[src/rtl/down_timer.sv]
// Loadable down-counter/timer: counts a captured start value down to zero,
// pulses tc at the terminal step, then stops (one-shot) or reloads (periodic).
module down_timer #(
  parameter int unsigned WIDTH = 5
) (
  input  logic             clk,
  input  logic             rst,
  input  logic             load,
  input  logic             enab,
  input  logic             auto_rld,
  input  logic [WIDTH-1:0] cnt_in,
  output logic [WIDTH-1:0] cnt_out,
  output logic             tc,
  output logic             busy,
  output logic             done
);

  typedef enum logic [1:0] {
    IDLE = 2'b00,
    RUN  = 2'b01,
    DONE = 2'b10
  } state_t;

  state_t           state, state_nxt;
  logic [WIDTH-1:0] cnt_nxt;
  logic [WIDTH-1:0] rld_q, rld_nxt;
  logic             tc_nxt;

  always_ff @(posedge clk) begin
    if (rst) begin
      state   <= IDLE;
      cnt_out <= '0;
      rld_q   <= '0;
      tc      <= 1'b0;
    end else begin
      state   <= state_nxt;
      cnt_out <= cnt_nxt;
      rld_q   <= rld_nxt;
      tc      <= tc_nxt;
    end
  end

  always_comb begin
    state_nxt = state;
    cnt_nxt   = cnt_out;
    rld_nxt   = rld_q;
    tc_nxt    = 1'b0;

    if (load) begin
      // A zero load parks in IDLE so it can never reach a terminal step.
      cnt_nxt   = cnt_in;
      rld_nxt   = cnt_in;
      state_nxt = (cnt_in != '0) ? RUN : IDLE;
    end else begin
      unique case (state)
        RUN: begin
          if (enab) begin
            if (cnt_out == WIDTH'(1)) begin
              tc_nxt = 1'b1;
              if (auto_rld) begin
                cnt_nxt = rld_q;
              end else begin
                cnt_nxt   = '0;
                state_nxt = DONE;
              end
            end else if (cnt_out != '0) begin
              cnt_nxt = cnt_out - WIDTH'(1);
            end
          end
        end
        IDLE, DONE: begin
          state_nxt = state;
        end
        default: begin
          state_nxt = IDLE;
        end
      endcase
    end
  end

  assign busy = (state == RUN);
  assign done = (state == DONE);

endmodule

[config.mk]
export PLATFORM = sky130hd
export DESIGN_NAME = down_timer
export DESIGN_NICKNAME = d
export VERILOG_FILES = /design/src/rtl/down_timer.sv
export SDC_FILE = /design/constraint.sdc
export NUM_CORES = 1
export LEC_CHECK = 0
export ABC_AREA = 1
export CORE_ASPECT_RATIO = 0.9
export CORE_MARGIN = 4
export CORE_UTILIZATION = 25
export CTS_CLUSTER_DIAMETER = 120
export DETAILED_ROUTE_END_ITERATION = 6
export GPL_TIMING_DRIVEN = 0
export HOLD_SLACK_MARGIN = 0.08
export PLACE_DENSITY = 0.57
export SETUP_SLACK_MARGIN = 0.1
export SLEW_MARGIN = 20
export SYNTH_ARGS = -nofsm -noshare
export SYNTH_HDL_FRONTEND = slang
export SYNTH_SLANG_ARGS = --single-unit
export TNS_END_PERCENT = 1
[constraint.sdc]
create_clock -name clk -period 1.2 [get_ports clk]
set_input_delay 0.12 -clock clk [delete_from_list [all_inputs] [get_ports clk]]
set_output_delay 0.12 -clock clk [all_outputs]
set_load 0.1 [all_outputs]
==> flow_summary.json, run 1 <==
{
  "path_class": "flop to flop",
  "synthTopCellsByCount": "nand2_1 (36), nor2_1 (23), nand3_1 (15)",
  "gp_congestion": 0.809,
  "dp_cells": 180,
  "violations": "negative setup slack",
  "ys_seq_elements": 13,
  "area_growth_syn_to_layout_pct": 40.4,
  "diodes": 0,
  "grt_pass1_wl_mm": 3.58,
  "cts_max_level": 1,
  "skew_ps": 7.99,
  "drt_pass1_iterations": 4,
  "dp_hpwl_mm": 1.55,
  "syn_inst": 124,
  "power_frac_seq_pct": 40.9,
  "drive_gt1_share_pct": 23.1,
  "place_ws_ps": -568,
  "grt_usage_pct": 11.5,
  "synth-edff-count": 0,
  "drc": 0,
  "cpMaxStageDelayCell": "dfxtp_4",
  "rows": 18,
  "syn_area_sq_um": 768,
  "routed_wl_mm": 2.04,
  "fmax_mhz": 755,
  "ys_warn_count": 0,
  "p_sw_share_pct": 39.1,
  "slew_headroom_pct": 67.7,
  "p_int_mw": 0.735,
  "coreArea_sq_um": 2840,
  "initial_core_util_pct": 27.1,
  "vias": 833,
  "ys.flop_type": "dfxtp_1",
  "path_max_fanout": 5,
  "ys_types": 18,
  "synthMuxAreaShare_pct": 0,
  "synthXorXnorAreaFrac_pct": 0,
  "crit_arrival_ps": 1470,
  "netSwitchingPower_mw": 0.471,
  "synthSimpleGateAreaFrac_pct": 45.4,
  "grt_max_degree": 11,
  "power_leakage_nw": 0.481,
  "cts.sinks": 13,
  "antenna_found_initial": 0,
  "utilization_pct": 38.0,
  "cts_buffers": 3,
  "clock_latency_ps": 280,
  "yosys.area.top_type": "dfxtp_1",
  "synth_most_common_cell": "nand2_1",
  "period_minus_slack_ps": 1330,
  "ctsLongestPathBuffers": 2,
  "endpoint_kind": "flop",
  "fillers": 314,
  "power_mw": 1.21,
  "setup_viol": 10,
  "first_iter_violations": 20,
  "synth_compound_gate_area_share_pct": 7.65,
  "ios": 18,
  "fp.dieW_um": 66.4,
  "synth_top_family_by_area": "simple AND/OR/NAND/NOR gates",
  "overflow": 0,
  "nets": 161,
  "drtAntennaViolNets": 0,
  "crit_top_cell": "nor2_1",
  "worst-path-buf-inv": 3,
  "postSynth.asyncResetShare_pct": 0,
  "path_clk_slew_ps": 90,
  "dieArea_sq_um": 4020,
  "grt_pass1_vias": 788,
  "ir_drop_mv": 0.504,
  "ys_seq_area_share_pct": 33.9,
  "hold_viol_final": 0,
  "worstPathRequired_ps": 1350,
  "cp_cell_sequence": "inv_4 > ha_4 > inv_2 > nor2_4 > nand2_2 > nand2_1 > nand2_1 > inv_1 > nor2_1 > nor2_1 > nor2_1",
  "portBuffers": 16,
  "post_synth_fa_ha_maj_area_fraction_pct": 4.89,
  "synth_fp_nets": 137,
  "cts_tree": "built",
  "worstMarginPinSlew_ps": 488,
  "wire_per_inst_um": 10.9,
  "slowest_delay_ps": 360,
  "synth_top_area_share_pct": 33.9,
  "setup.worst_path.start_class": "flop",
  "rsz0062_at_grt": "true",
  "crit_family": "simple AND/OR/NAND/NOR gates",
  "max_cap_violations": 0,
  "pwr-share-comb_pct": 36.1,
  "clkPwrFrac_pct": 23.1,
  "die_h_um": 60.6,
  "finalNonFillerCells": 187,
  "p_per_area_nw_per_um2": 1120,
  "syn_area_per_cell_sq_um": 6.20,
  "finalMaxSlewViolations": 0,
  "fin_crit_sh_pct": 110,
  "root_buffer": "clkbuf_4",
  "yosys-top-cells-area": "dfxtp_1 (34%), nand2_1 (18%), nor2_1 (11%)",
  "fin_ws_ps": -125,
  "hold_class": "input pin to flop",
  "viasPerCell": 4.45,
  "status": "complete, but fails checks"
}
sequential cells by signal (all words and copies together) (netlist names):
signal / count
tc: 1
cnt_out: 5
rld_q: 5
state: 2
path summary, 6_finish.rpt:
path / start / endpoint / slack, ps / cells past startpoint
worst max-delay path: cnt_out[1] / cnt_out[2] / -130 / 11
worst min register to register: rld_q[3] / rld_q[3] / 470 / 2
worst min-delay path: load / state[0] / 200 / 3
worst max register to register: cnt_out[1] / cnt_out[2] / -130 / 11
worst reg2reg max path, delay by kind of cell (launching register included):
kind                       cells  cell delay, ps
DFF                            1             360
adders and majority gates      1             150
buffers and inverters          3             150
and+or+nand+nor                7             540
stage by stage:
step	TNS, ps	hold WS, ps	cell area, sq um
after floorplan	-1720	272	816
after global placement	-4790	454	1030
after global routing	-1650	219	1080
after CTS	-823	198	1070
after detailed placement	-4840	456	1030
final	-767	197	1080
placed cells by master (no fill, tap or decap), drive strengths merged:
master         count
nand4              1
nor3               1
clkbuf             5
inv               13
buf               13
nand3b             1
dfxtp             13
nor2              25
o21ai              3
a21oi              8
nand3             16
clkdlybuf4s50      8
nand2             37
ha                 3
area by class of cell:
cell class                      instances  area [sq um]  area share (%)
Buffer                                  3          13.8            1.28
Clock buffer                            4          26.3            2.44
Inverter                               13          51.3            4.76
Multi-Input combinational cell         95           482            44.7
Sequential cell                        13           272            25.2
Tap cell                               40          50.0            4.64
Timing Repair Buffer                   19           184            17.1
power groups by stage:
| stage | clock network [mW] | registers [mW] | logic (mW) |
|---|---|---|---|
| 2_1_floorplan | 0 | 0.600 | 0.210 |
| 3_3_place_gp | 0 | 0.503 | 0.414 |
| 3_5_place_dp | 0 | 0.504 | 0.418 |
| 4_1_cts | 0.288 | 0.494 | 0.431 |
| 5_1_grt | 0.309 | 0.497 | 0.476 |
| 6_report | 0.278 | 0.493 | 0.435 |
routing by layer:
layer / wire length (um) / track usage [%]
met1: 978 / 14.8
met2: 927 / 19.0
met3: 91 / 2.41
met4: 38 / 4.35
met5: 0 / 0
logic make-up (layout without fill, tap and decap cells):
logic type	Yosys count	after routing
AOI/OAI and AO/OA	11	11
adders and majority gates	3	3
buffers and inverters	16	39
DFF	13	13
and+or+nand+nor	81	81
repair_timing:
item	CTS	global route
pin swaps	2	2
hold buffers	0	0
resized for setup	51	1
buffers inserted	2	1
endpoints found under the setup margin	16	14
No activity file was read; power rests on OpenSTA's default activity.
==> run 2: changes to the inputs <==
- CORE_UTILIZATION: 25 -> 43
- PLACE_DENSITY: 0.57 -> 0.83
- SETUP_SLACK_MARGIN: 0.1 -> 0.5
==> run 2 against run 1 <==
Effect of this change: the run still ends with negative setup slack left; flip-flop and latch count is the same; critical path type unchanged; sequential share of layout area down 1.1 points; combinational power grew 6.9%; setup slack worse by 45 ps.
==> flow_summary.json, run 2 (synthesis results as in run 1) <==
{
  "area_growth_syn_to_layout_pct": 48.9,
  "p_sw_share_pct": 38.5,
  "p_int_mw": 0.759,
  "cts_tree": "built",
  "ctsHoldBuffers": 0,
  "worstMarginPinSlew_ps": 485,
  "ctsLongestPathBuffers": 2,
  "hold_end": "state[0]",
  "first_iter_violations": 29,
  "routed.top_layer": "met4",
  "grt_usage_pct": 16.1,
  "power_leakage_nw": 0.514,
  "fp.dieW_um": 52.6,
  "p_per_area_nw_per_um2": 1080,
  "setup.worst_path.start_class": "flop",
  "pwr-share-comb_pct": 37.7,
  "path_max_fanout": 6,
  "endpoint_kind": "flop",
  "fillers": 152,
  "cp_cell_sequence": "inv_4 > ha_4 > inv_2 > nor2_4 > buf_4 > nand4_1 > nand3_1 > nand2_1 > a21oi_2",
  "fmax_mhz": 730,
  "hold_viol_final": 0,
  "gp_congestion": 0.813,
  "status": "complete, but fails checks",
  "r2r_setup_slack_ps": -170,
  "grt_pass1_vias": 733,
  "clock_latency_ps": 280,
  "rows": 14,
  "final_common_cell": "nand2_1",
  "clkPwrFrac_pct": 22.0,
  "coreArea_sq_um": 1680,
  "r2r_start": "cnt_out[1]",
  "diodes": 0,
  "drtAntennaViolNets": 0,
  "worstHoldPathCells": 3,
  "nets": 162,
  "power_frac_seq_pct": 40.2,
  "ff2ff_path_depth": 9,
  "top_regs": "cnt_out x5, rld_q x5, state x2",
  "vias": 849,
  "antenna_found_initial": 0,
  "drive_gt1_share_pct": 27.0,
  "cts.sinks": 13,
  "viasPerCell": 4.94,
  "hold_class": "input pin to flop",
  "mostFrequentLayoutCells": "nand2_1 (34), nor2_1 (21), nand3_1 (15)",
  "met1_length_um": 870,
  "dp_hpwl_mm": 1.42,
  "multi_input_area_sq_um": 492,
  "slowest_delay_ps": 360,
  "grt_max_degree": 11,
  "skew_ps": 5.46,
  "fin_hold_ws_ps": 190,
  "violations": "negative setup slack",
  "slew_headroom_pct": 67.9,
  "wire_per_inst_um": 11.8,
  "reg2reg_to": "cnt_out[4]",
  "period_minus_slack_ps": 1370,
  "overflow": 0,
  "cts_max_level": 1,
  "grt_pass1_wl_mm": 2.98,
  "power_mw": 1.23,
  "max_cap_violations": 0,
  "root_buffer": "clkbuf_4",
  "portBuffers": 16,
  "routed_wl_mm": 2.03,
  "met3_wirelength_um": 125,
  "crit_arrival_ps": 1590,
  "fin_ws_ps": -171,
  "ios": 18,
  "seq_area_sq_um": 275,
  "die_h_um": 48.1,
  "initial_core_util_pct": 45.7,
  "hp-start": "load",
  "route.met2.wl_um": 983,
  "fin_crit_sh_pct": 114,
  "dieArea_sq_um": 2530,
  "setup_viol": 6,
  "rsz0062_at_grt": "true",
  "cts_buffers": 3,
  "path_clk_slew_ps": 80,
  "drc": 0,
  "worstPathRequired_ps": 1420,
  "ir_drop_mv": 0.752,
  "cpMaxStageDelayCell": "dfxtp_4",
  "drt_pass1_iterations": 4,
  "netSwitchingPower_mw": 0.474,
  "finalMaxSlewViolations": 0,
  "path_class": "flop to flop"
}
run 2: changes by cell type in the layout (fill, tap and decap cells not counted), sizes merged:
| cell | delta |
|---|---|
| buf | +1 |
| dlymetal6s2s | +1 |
| clkdlybuf4s50 | -1 |
run 2: how the worst max path moves through the flow:
stage	start	end	slack, ps	cells past startpoint
global placement	state[1]	busy	-550	4
floorplan	cnt_out[1]	cnt_out[0]	-240	8
detailed placement	state[1]	busy	-560	4
CTS	cnt_out[1]	cnt_out[2]	-140	11
global route	cnt_out[1]	cnt_out[1]	-260	10
finish	cnt_out[1]	cnt_out[4]	-170	9
run 2: critical path, delay by kind of cell (launching register included):
family / cells / cell delay [ps]
AND/OR/NAND/NOR: 4 / 420
flip-flops: 1 / 360
buffers and inverters: 3 / 260
adder cells (fa/ha/maj): 1 / 150
AO/OA/AOI/OAI: 1 / 130
run 2: stage by stage:
| step | instance area, sq um | setup WS (ps) | instances | setup TNS [ps] | util (%) |
|---|---|---|---|---|---|
| finish | 1140 | -171 | 172 | -706 | 68.0 |
| global placement | 1010 | -547 | 164 | -4450 | 59.8 |
| CTS | 1090 | -141 | 170 | -685 | 65.0 |
| detailed placement | 1010 | -556 | 164 | -4690 | 59.8 |
| global route | 1140 | -264 | 172 | -1300 | 68.0 |
| floorplan | 816 | -243 | 124 | -1720 | - |
run 2: final cells by class:
cell class / instances / area share [%]
Timing Repair Buffer: 20 / 21.4
Multi-Input combinational cell: 95 / 43.0
Sequential cell: 13 / 24.1
Clock buffer: 4 / 2.30
Tap cell: 24 / 2.63
Inverter: 13 / 4.49
Buffer: 3 / 2.08
run 2: per-layer routing:
layer,GRT usage (%),vias to the layer above
met5,0,-
met4,7.65,0
met3,1.83,7
met2,30.2,27
met1,18.7,375
li1,-,440
run 2: power by group through the flow:
stage / logic, mW / clock network [mW] / registers, mW
2_1_floorplan: 0.210 / 0 / 0.600
3_3_place_gp: 0.407 / 0 / 0.501
3_5_place_dp: 0.416 / 0 / 0.502
4_1_cts: 0.442 / 0.275 / 0.494
5_1_grt: 0.496 / 0.284 / 0.499
6_report: 0.465 / 0.271 / 0.496
run 2: timing repair:
| item | 4_1_cts | 5_1_grt |
|---|---|---|
| gates resized for setup | 67 | 12 |
| setup endpoints to repair | 21 | 21 |
| pin swaps | 7 | 3 |
| setup buffers | 2 | 2 |
==> run 3: changes to the inputs <==
- ABC_CLOCK_PERIOD_IN_PS: default -> 1350
- CORE_UTILIZATION: 43 -> 47
- PLACE_DENSITY: 0.83 -> 0.86
- clock period: 1.2 -> 1.35 ns (I/O delays scaled with it)
==> run 3 against run 2 <==
Effect of this change: the run now ends clean; sequential power fell by 11%; critical path depth up 2; first-iteration DRC count increased by 6.9%; global-route usage grew 2.1 points; clock skew is 1.0 ps lower; fmax grew 1.9%; via count is 1.1% higher; highest routed layer is now met3; cell count is 1.7% lower; clock power down 11%; critical path type unchanged; wire length down 4.0%.
==> flow_summary.json, run 3 (synthesis results as in run 1) <==
{
  "status": "finished, final reports clean",
  "routed_wl_mm": 1.95,
  "initial_core_util_pct": 51.3,
  "drt_pass1_iterations": 4,
  "wire_per_inst_um": 11.5,
  "setup_viol": 0,
  "multi_input_area_sq_um": 493,
  "root_buffer": "clkbuf_4",
  "slew_headroom_pct": 67.8,
  "coreArea_sq_um": 1500,
  "nets": 161,
  "endpoint_kind": "flop",
  "ctsLongestPathBuffers": 2,
  "ios": 18,
  "fillers": 117,
  "vias": 858,
  "rsz0062_at_grt": "true",
  "area_growth_syn_to_layout_pct": 46.3,
  "fin_crit_sh_pct": 99.6,
  "ctsHoldBuffers": 0,
  "portBuffers": 16,
  "met1_length_um": 840,
  "antenna_found_initial": 0,
  "dieArea_sq_um": 2350,
  "drtAntennaViolNets": 0,
  "period_minus_slack_ps": 1350,
  "ir_drop_mv": 0.714,
  "rows": 13,
  "path_class": "flop to flop",
  "cts.sinks": 13,
  "grt_max_degree": 11,
  "crit_arrival_ps": 1550,
  "worstMarginPinSlew_ps": 486,
  "skew_ps": 4.47,
  "hold_class": "input pin to flop",
  "dp_hpwl_mm": 1.48,
  "finalMaxSlewViolations": 0,
  "overflow": 0,
  "cts_tree": "built",
  "gp_congestion": 0.806,
  "top_regs": "cnt_out x5, rld_q x5, state x2",
  "setup.worst_path.start_class": "flop",
  "seq_area_sq_um": 277,
  "worstHoldPathCells": 3,
  "hold_viol_final": 0,
  "max_cap_violations": 0,
  "path_clk_slew_ps": 80,
  "die_h_um": 46.4,
  "grt_pass1_vias": 741,
  "first_iter_violations": 31,
  "cts_buffers": 3,
  "diodes": 0,
  "worstPathRequired_ps": 1560,
  "cts_max_level": 1,
  "power_leakage_nw": 0.503,
  "grt_pass1_wl_mm": 3.15,
  "drive_gt1_share_pct": 26.5,
  "viasPerCell": 5.08,
  "fp.dieW_um": 50.6,
  "clock_latency_ps": 270,
  "power_mw": 1.09,
  "mostFrequentLayoutCells": "nand2_1 (34), nor2_1 (21), nand3_1 (15)",
  "path_max_fanout": 6,
  "p_per_area_nw_per_um2": 968,
  "ff2ff_path_depth": 11,
  "routed.top_layer": "met3",
  "route.met2.wl_um": 959,
  "grt_usage_pct": 18.2,
  "met3_wirelength_um": 146,
  "drc": 0,
  "fin_hold_ws_ps": 209,
  "final_common_cell": "nand2_1",
  "fmax_mhz": 743
}
[run 3: power breakdown]
part	switching, mW	internal (mW)	total [mW]
clock network	0.126	0.114	0.241
logic	0.261	0.146	0.407
registers	0.0322	0.408	0.440
[run 3: worst paths after layout]
kind	startpoint	endpoint	slack, ps
worst max register to register	cnt_out[1]	cnt_out[2]	5
worst max-delay path	cnt_out[1]	cnt_out[2]	5
worst min-delay path	load	state[0]	210
worst min register to register	rld_q[0]	rld_q[0]	460
[run 3: layout make-up]
| cell class | count | share of cell area, % |
|---|---|---|
| buffer | 3 | 1.22 |
| sequential | 13 | 24.6 |
| multi-input combinational | 95 | 43.9 |
| tap | 22 | 2.45 |
| timing repair buffer | 19 | 20.7 |
| clock buffer | 4 | 2.34 |
| inverter | 13 | 4.79 |
[run 3: critical path: stages (launching register included)]
cell and delay [ps]:
dfxtp_4 360, inv_4 70, ha_4 160, inv_4 40, nor2_4 150, buf_4 140
nand3b_1 70, nand2_1 80, inv_1 30, nor2_1 80, nor2_1 50, nor2_1 60
[run 3: through the flow]
stage | area, sq um | std cells | setup slack [ps] | utilization (%) | TNS [ps]
after floorplan | 816 | 124 | -92.8 | - | -471
after global placement | 1000 | 162 | -415 | 67.1 | -2650
after detailed placement | 1000 | 162 | -443 | 67.1 | -2800
after CTS | 1020 | 168 | 1.93 | 68.1 | 0
after global routing | 1120 | 169 | -102 | 75.1 | -369
final | 1120 | 169 | 4.88 | 75.1 | 0
[run 3: metal layers]
layer  global-route usage (%)  vias up
met3                     4.85        0
met1                     21.3      386
met4                     4.84        0
met2                     33.1       30
li1                         -      442
met5                        0        -
[run 3: timing repair]
action | 4_1_cts | 5_1_grt
gates resized for setup | 39 | 42
setup buffers | 2 | 1
pin swaps | 5 | 1
endpoints found under the setup margin | 21 | 21
==> edit 1, RTL diff (settings of run 2) <==
`WIDTH`: 5 -> 4.
--- a/src/rtl/down_timer.sv
+++ b/src/rtl/down_timer.sv
@@ -3,3 +3,3 @@
 module down_timer #(
-  parameter int unsigned WIDTH = 5
+  parameter int unsigned WIDTH = 4
 ) (
Ports: changed (resized cnt_in and cnt_out); port bits go from 18 to 16. No check against the original RTL was run, so the function may have changed too.
==> edit 1 against run 2 <==
The run still ends with setup timing left; sequential power down 17%; global-route usage down 0.34 points; combinational power down 26%; setup slack better by 0.11 ns; first-iteration DRC count up 3.4%; design area down 16%; sequential cell count down 2; critical path depth up 1; utilization down 1.1 points; synthesized area down 16%; total power down 18%; wire length down 19%.
==> edit 1: results (changes against run 2) <==
* finished with violations — result of the run, unchanged
* setup timing — violated checks, unchanged
* 689 um — met1 WL, was 870 um
* 729 — via count, was 849
* 5 — largest fanout on the critical path, was 6
* 11 — # clock sinks, was 13
* sky130_fd_sc_hd__dfxtp_1, sky130_fd_sc_hd__nand2_1, sky130_fd_sc_hd__nor2_1 — Area contributors post-synth, unchanged
* 136 — Placed Instances, was 164
* -0.0562 ns — crit path setup slack, layout, was -0.171 ns
* 119 — nets in the synthesized netlist, was 137
* 0.00224 ns — Max Clock Skew, was 0.00546 ns
* 5.13 — Vias per Instance, was 4.94
* 27.9% — met2 track demand over resource, was 30.2%
* 15.8% — overall track demand over capacity in global routing, was 16.1%
* 18 — non-clock buffer count in the final layout, was 23
* 28.3% — ratio of cells with drive above 1 in the final layout, was 27.0%
* 11.6 um — average detailed-routed wire length per instance, was 11.8 um
* cnt_out[2] — CP Capture Point, was cnt_out[4]
* 714 uV — IR Drop Worst-Case VDD, was 752 uV
* -0.181 ns — Setup TNS Final, was -0.706 ns
* 16 — number of distinct library cells after synthesis, was 18
* 343 uW — combinational group power, was 465 uW
* 34.0% — share of the yosys chip area belonging to registers, was 33.9%
* 1.40 ns — CP Data Arrival Time, was 1.59 ns
* 2.97% — met3 routing resource usage after global routing, was 1.83%
* 0.485 ns — Worst Tran Pin Value, about the same
* cnt_out x4, rld_q x4, state x2 — biggest registers after layout, was cnt_out x5, rld_q x5, state x2
* 30 — DRC violation total after the first TritonRoute iteration, was 29
* 5 — number of setup violations in the final report, was 6
* 37.1% — Sw Share, was 38.5%
* 13 — std cell rows, was 14
* 10 — number of cells traversed by the worst register-to-register path, was 9
* 0.38 ns — critical path's largest stage delay, was 0.36 ns
* 25.3% — clock share of power, was 22.0%
* sky130_fd_sc_hd__nand2_1, sky130_fd_sc_hd__nor2_1, sky130_fd_sc_hd__inv_1, sky130_fd_sc_hd__dfxtp_1, sky130_fd_sc_hd__nand3_1 — top cells by count, synth, was sky130_fd_sc_hd__nand2_1, sky130_fd_sc_hd__nor2_1, sky130_fd_sc_hd__nand3_1, sky130_fd_sc_hd__dfxtp_1, sky130_fd_sc_hd__inv_1
* 236 sq um — sequential standard cell area, was 275 sq um
* 20.4% — relative area of non-clock buffer cells in the final design, was 23.5%
* 42.4% — fraction of area in multi-input gates, was 43.0%
* 2.73 mm — global-route wire length before repair, was 2.98 mm
* 14 — PortBufs, was 16
* 17 — count of inverters other than clock inverters in the layout, was 13
* 255 uW — clock distribution power, was 271 uW
* 0.797 — gp weighted congestion, was 0.813
* met3 — highest routed metal layer, was met4
[edit 1: kinds of logic (layout without fill, tap and decap cells)]
logic type               Yosys count  after routing  synth area share, %
AO/OA/AOI/OAI                      9              9                 7.53
AND/OR/NAND/NOR                   65             65                 41.1
flip-flops                        11             11                 34.0
buffers and inverters             19             39                 11.6
adder cells (fa/ha/maj)            3              3                 5.79
[edit 1: worst min-delay path by stage]
| stage | endpoint | slack (ns) | start | depth (start not counted) |
|---|---|---|---|---|
| global placement | rld_q[0] | 0.45 | rld_q[0] | 2 |
| detailed placement | rld_q[1] | 0.45 | rld_q[1] | 2 |
| floorplan | state[0] | 0.25 | load | 2 |
| global route | cnt_out[0] | 0.24 | rst | 2 |
| CTS | cnt_out[1] | 0.20 | rst | 2 |
| finish | cnt_out[1] | 0.21 | rst | 2 |
==> edit 2, RTL diff (flow settings as in run 2) <==
Made on the original files. Encoding of `state_t`: now one-hot (3 bits for 3 states).
--- a/src/rtl/down_timer.sv
+++ b/src/rtl/down_timer.sv
@@ -17,6 +17,6 @@
 
-  typedef enum logic [1:0] {
-    IDLE = 2'b00,
-    RUN  = 2'b01,
-    DONE = 2'b10
+  typedef enum logic [2:0] {
+    IDLE = 3'b001,
+    RUN  = 3'b010,
+    DONE = 3'b100
   } state_t;
Function: same outputs for any inputs over 10 cycles, from zero or initial values and one cycle with rst high; not proved beyond that.
==> edit 2 against run 2 <==
The flow still finishes with violations (setup timing); synthesized cell count grew 7.3%; combinational power grew 26%; clock power grew 13%; design area grew 16%; via count grew 19%; sequential cell count grew 1; setup slack gained 0.019 ns; sequential power grew 11%; wire length grew 28%; global-route usage grew 3.2 points; total power grew 17%; utilization shrank 0.31 points; synthesized area grew 18%; largest cell class unchanged.
==> edit 2: results (changes against run 2) <==
* 4.14% — adder and majority cell fraction of the synthesized area, was 4.89%
* 37.6% — ratio of cells with drive above 1 in the final layout, was 27.0%
* -0.151 ns — crit path setup slack, layout, was -0.171 ns
* setup timing — violated checks, unchanged
* 0.837 — gp weighted congestion, was 0.813
* 4.31 mm — global-route wire length before repair, was 2.98 mm
* 133 — Syn Inst Count, was 124
* 852 uV — IR Drop Worst-Case VDD, was 752 uV
* 300 sq um — sequential standard cell area, was 275 sq um
* 146 — nets in the synthesized netlist, was 137
* -1.07 ns — Setup TNS Final, was -0.706 ns
* cnt_out x5, rld_q x5, state x3 — biggest registers after layout, was cnt_out x5, rld_q x5, state x2
* 0.00114 sq mm — instance area after placement, was 0.00101 sq mm
* finished with violations — result of the run, unchanged
* 0.00685 ns — Max Clock Skew, was 0.00546 ns
* 27 — number of distinct library cells after synthesis, was 18
* 0.488 ns — Worst Tran Pin Value, was 0.485 ns
* 10 — number of setup violations in the final report, was 6
* 30.9% — share of the yosys chip area belonging to registers, was 33.9%
* 995 — vias in the first global route, was 733
* 41.5% — Sw Share, was 38.5%
* sky130_fd_sc_hd__dfxtp_1, sky130_fd_sc_hd__nand2_1, sky130_fd_sc_hd__nand3_1 — Area contributors post-synth, was sky130_fd_sc_hd__dfxtp_1, sky130_fd_sc_hd__nand2_1, sky130_fd_sc_hd__nor2_1
* 0.592 nW — reported leakage power, was 0.514 nW
* 1.75 mm — estimated wirelength of the detail-placed design, was 1.42 mm
* 171 — Final nets, was 162
* 4.42% — area fraction in compound gates after synthesis, was 7.65%
* 182 — filler-free cell count of the finished design, was 172
* 2.60 mm — routed wire length, was 2.03 mm
* -0.693 ns — pre-CTS setup slack, was -0.556 ns
* 19.3% — overall track demand over capacity in global routing, was 16.1%
* sky130_fd_sc_hd__nand2_1, sky130_fd_sc_hd__nand3_1, sky130_fd_sc_hd__dfxtp_1, sky130_fd_sc_hd__inv_1, sky130_fd_sc_hd__nor2_1 — top cells by count, synth, was sky130_fd_sc_hd__nand2_1, sky130_fd_sc_hd__nor2_1, sky130_fd_sc_hd__nand3_1, sky130_fd_sc_hd__dfxtp_1, sky130_fd_sc_hd__inv_1
edit 2: cell types whose count changed after synthesis, sizes merged, moves of 2 or more:
| cell | run 2 | this run |
|---|---|---|
| nand3b | 1 | 3 |
| nand3 | 16 | 26 |
| inv | 13 | 15 |
| nand2 | 37 | 41 |
| nor2 | 25 | 13 |
| a21oi | 8 | 6 |
edit 2: layout make-up:
| cell class | instances | share of cell area (%) |
|---|---|---|
| multi-input combinational | 101 | 48.2 |
| sequential | 14 | 22.7 |
| timing repair buffer | 20 | 18.2 |
| inverter | 15 | 5.02 |
| tap | 25 | 2.37 |
| clock buffer | 4 | 1.99 |
| buffer | 3 | 1.52 |
edit 2: cells by family after synthesis:
logic type | after synthesis
xor+xnor | 1
simple gates | 89
fa+ha+maj | 3
compound gates | 8
flops | 14
buf+inv | 18
edit 2: path summary, 6_finish.rpt:
path | slack [ns] | cells after the start | to | from
setup reg to reg | -0.15 | 10 | cnt_out[0] | cnt_out[1]
hold / removal | 0.17 | 3 | cnt_out[0] | load
setup / recovery | -0.15 | 10 | cnt_out[0] | cnt_out[1]
hold reg to reg | 0.48 | 2 | rld_q[3] | rld_q[3]
edit 2: repair_timing:
item                                    CTS  global route
gates resized for setup                  72            17
buffers inserted                          2             2
pin swaps                                 4             6
endpoints found under the setup margin   19            21
edit 2: per-layer routing:
metal  share of wire [%]  GRT usage (%)  up-vias
met5                   0              0        -
met4                 3.7           9.49        0
met3                  10           3.47       13
met2                  49           35.0       65
met1                  37           22.0      454
li1                    -              -      480
edit 2: power groups by stage:
stage          Clock (mW)  Combinational [mW]  Sequential [mW]
2_1_floorplan           0               0.255            0.669
3_3_place_gp            0               0.480            0.551
3_5_place_dp            0               0.490            0.554
4_1_cts             0.302               0.519            0.548
5_1_grt             0.318               0.622            0.554
6_report            0.306               0.584            0.549
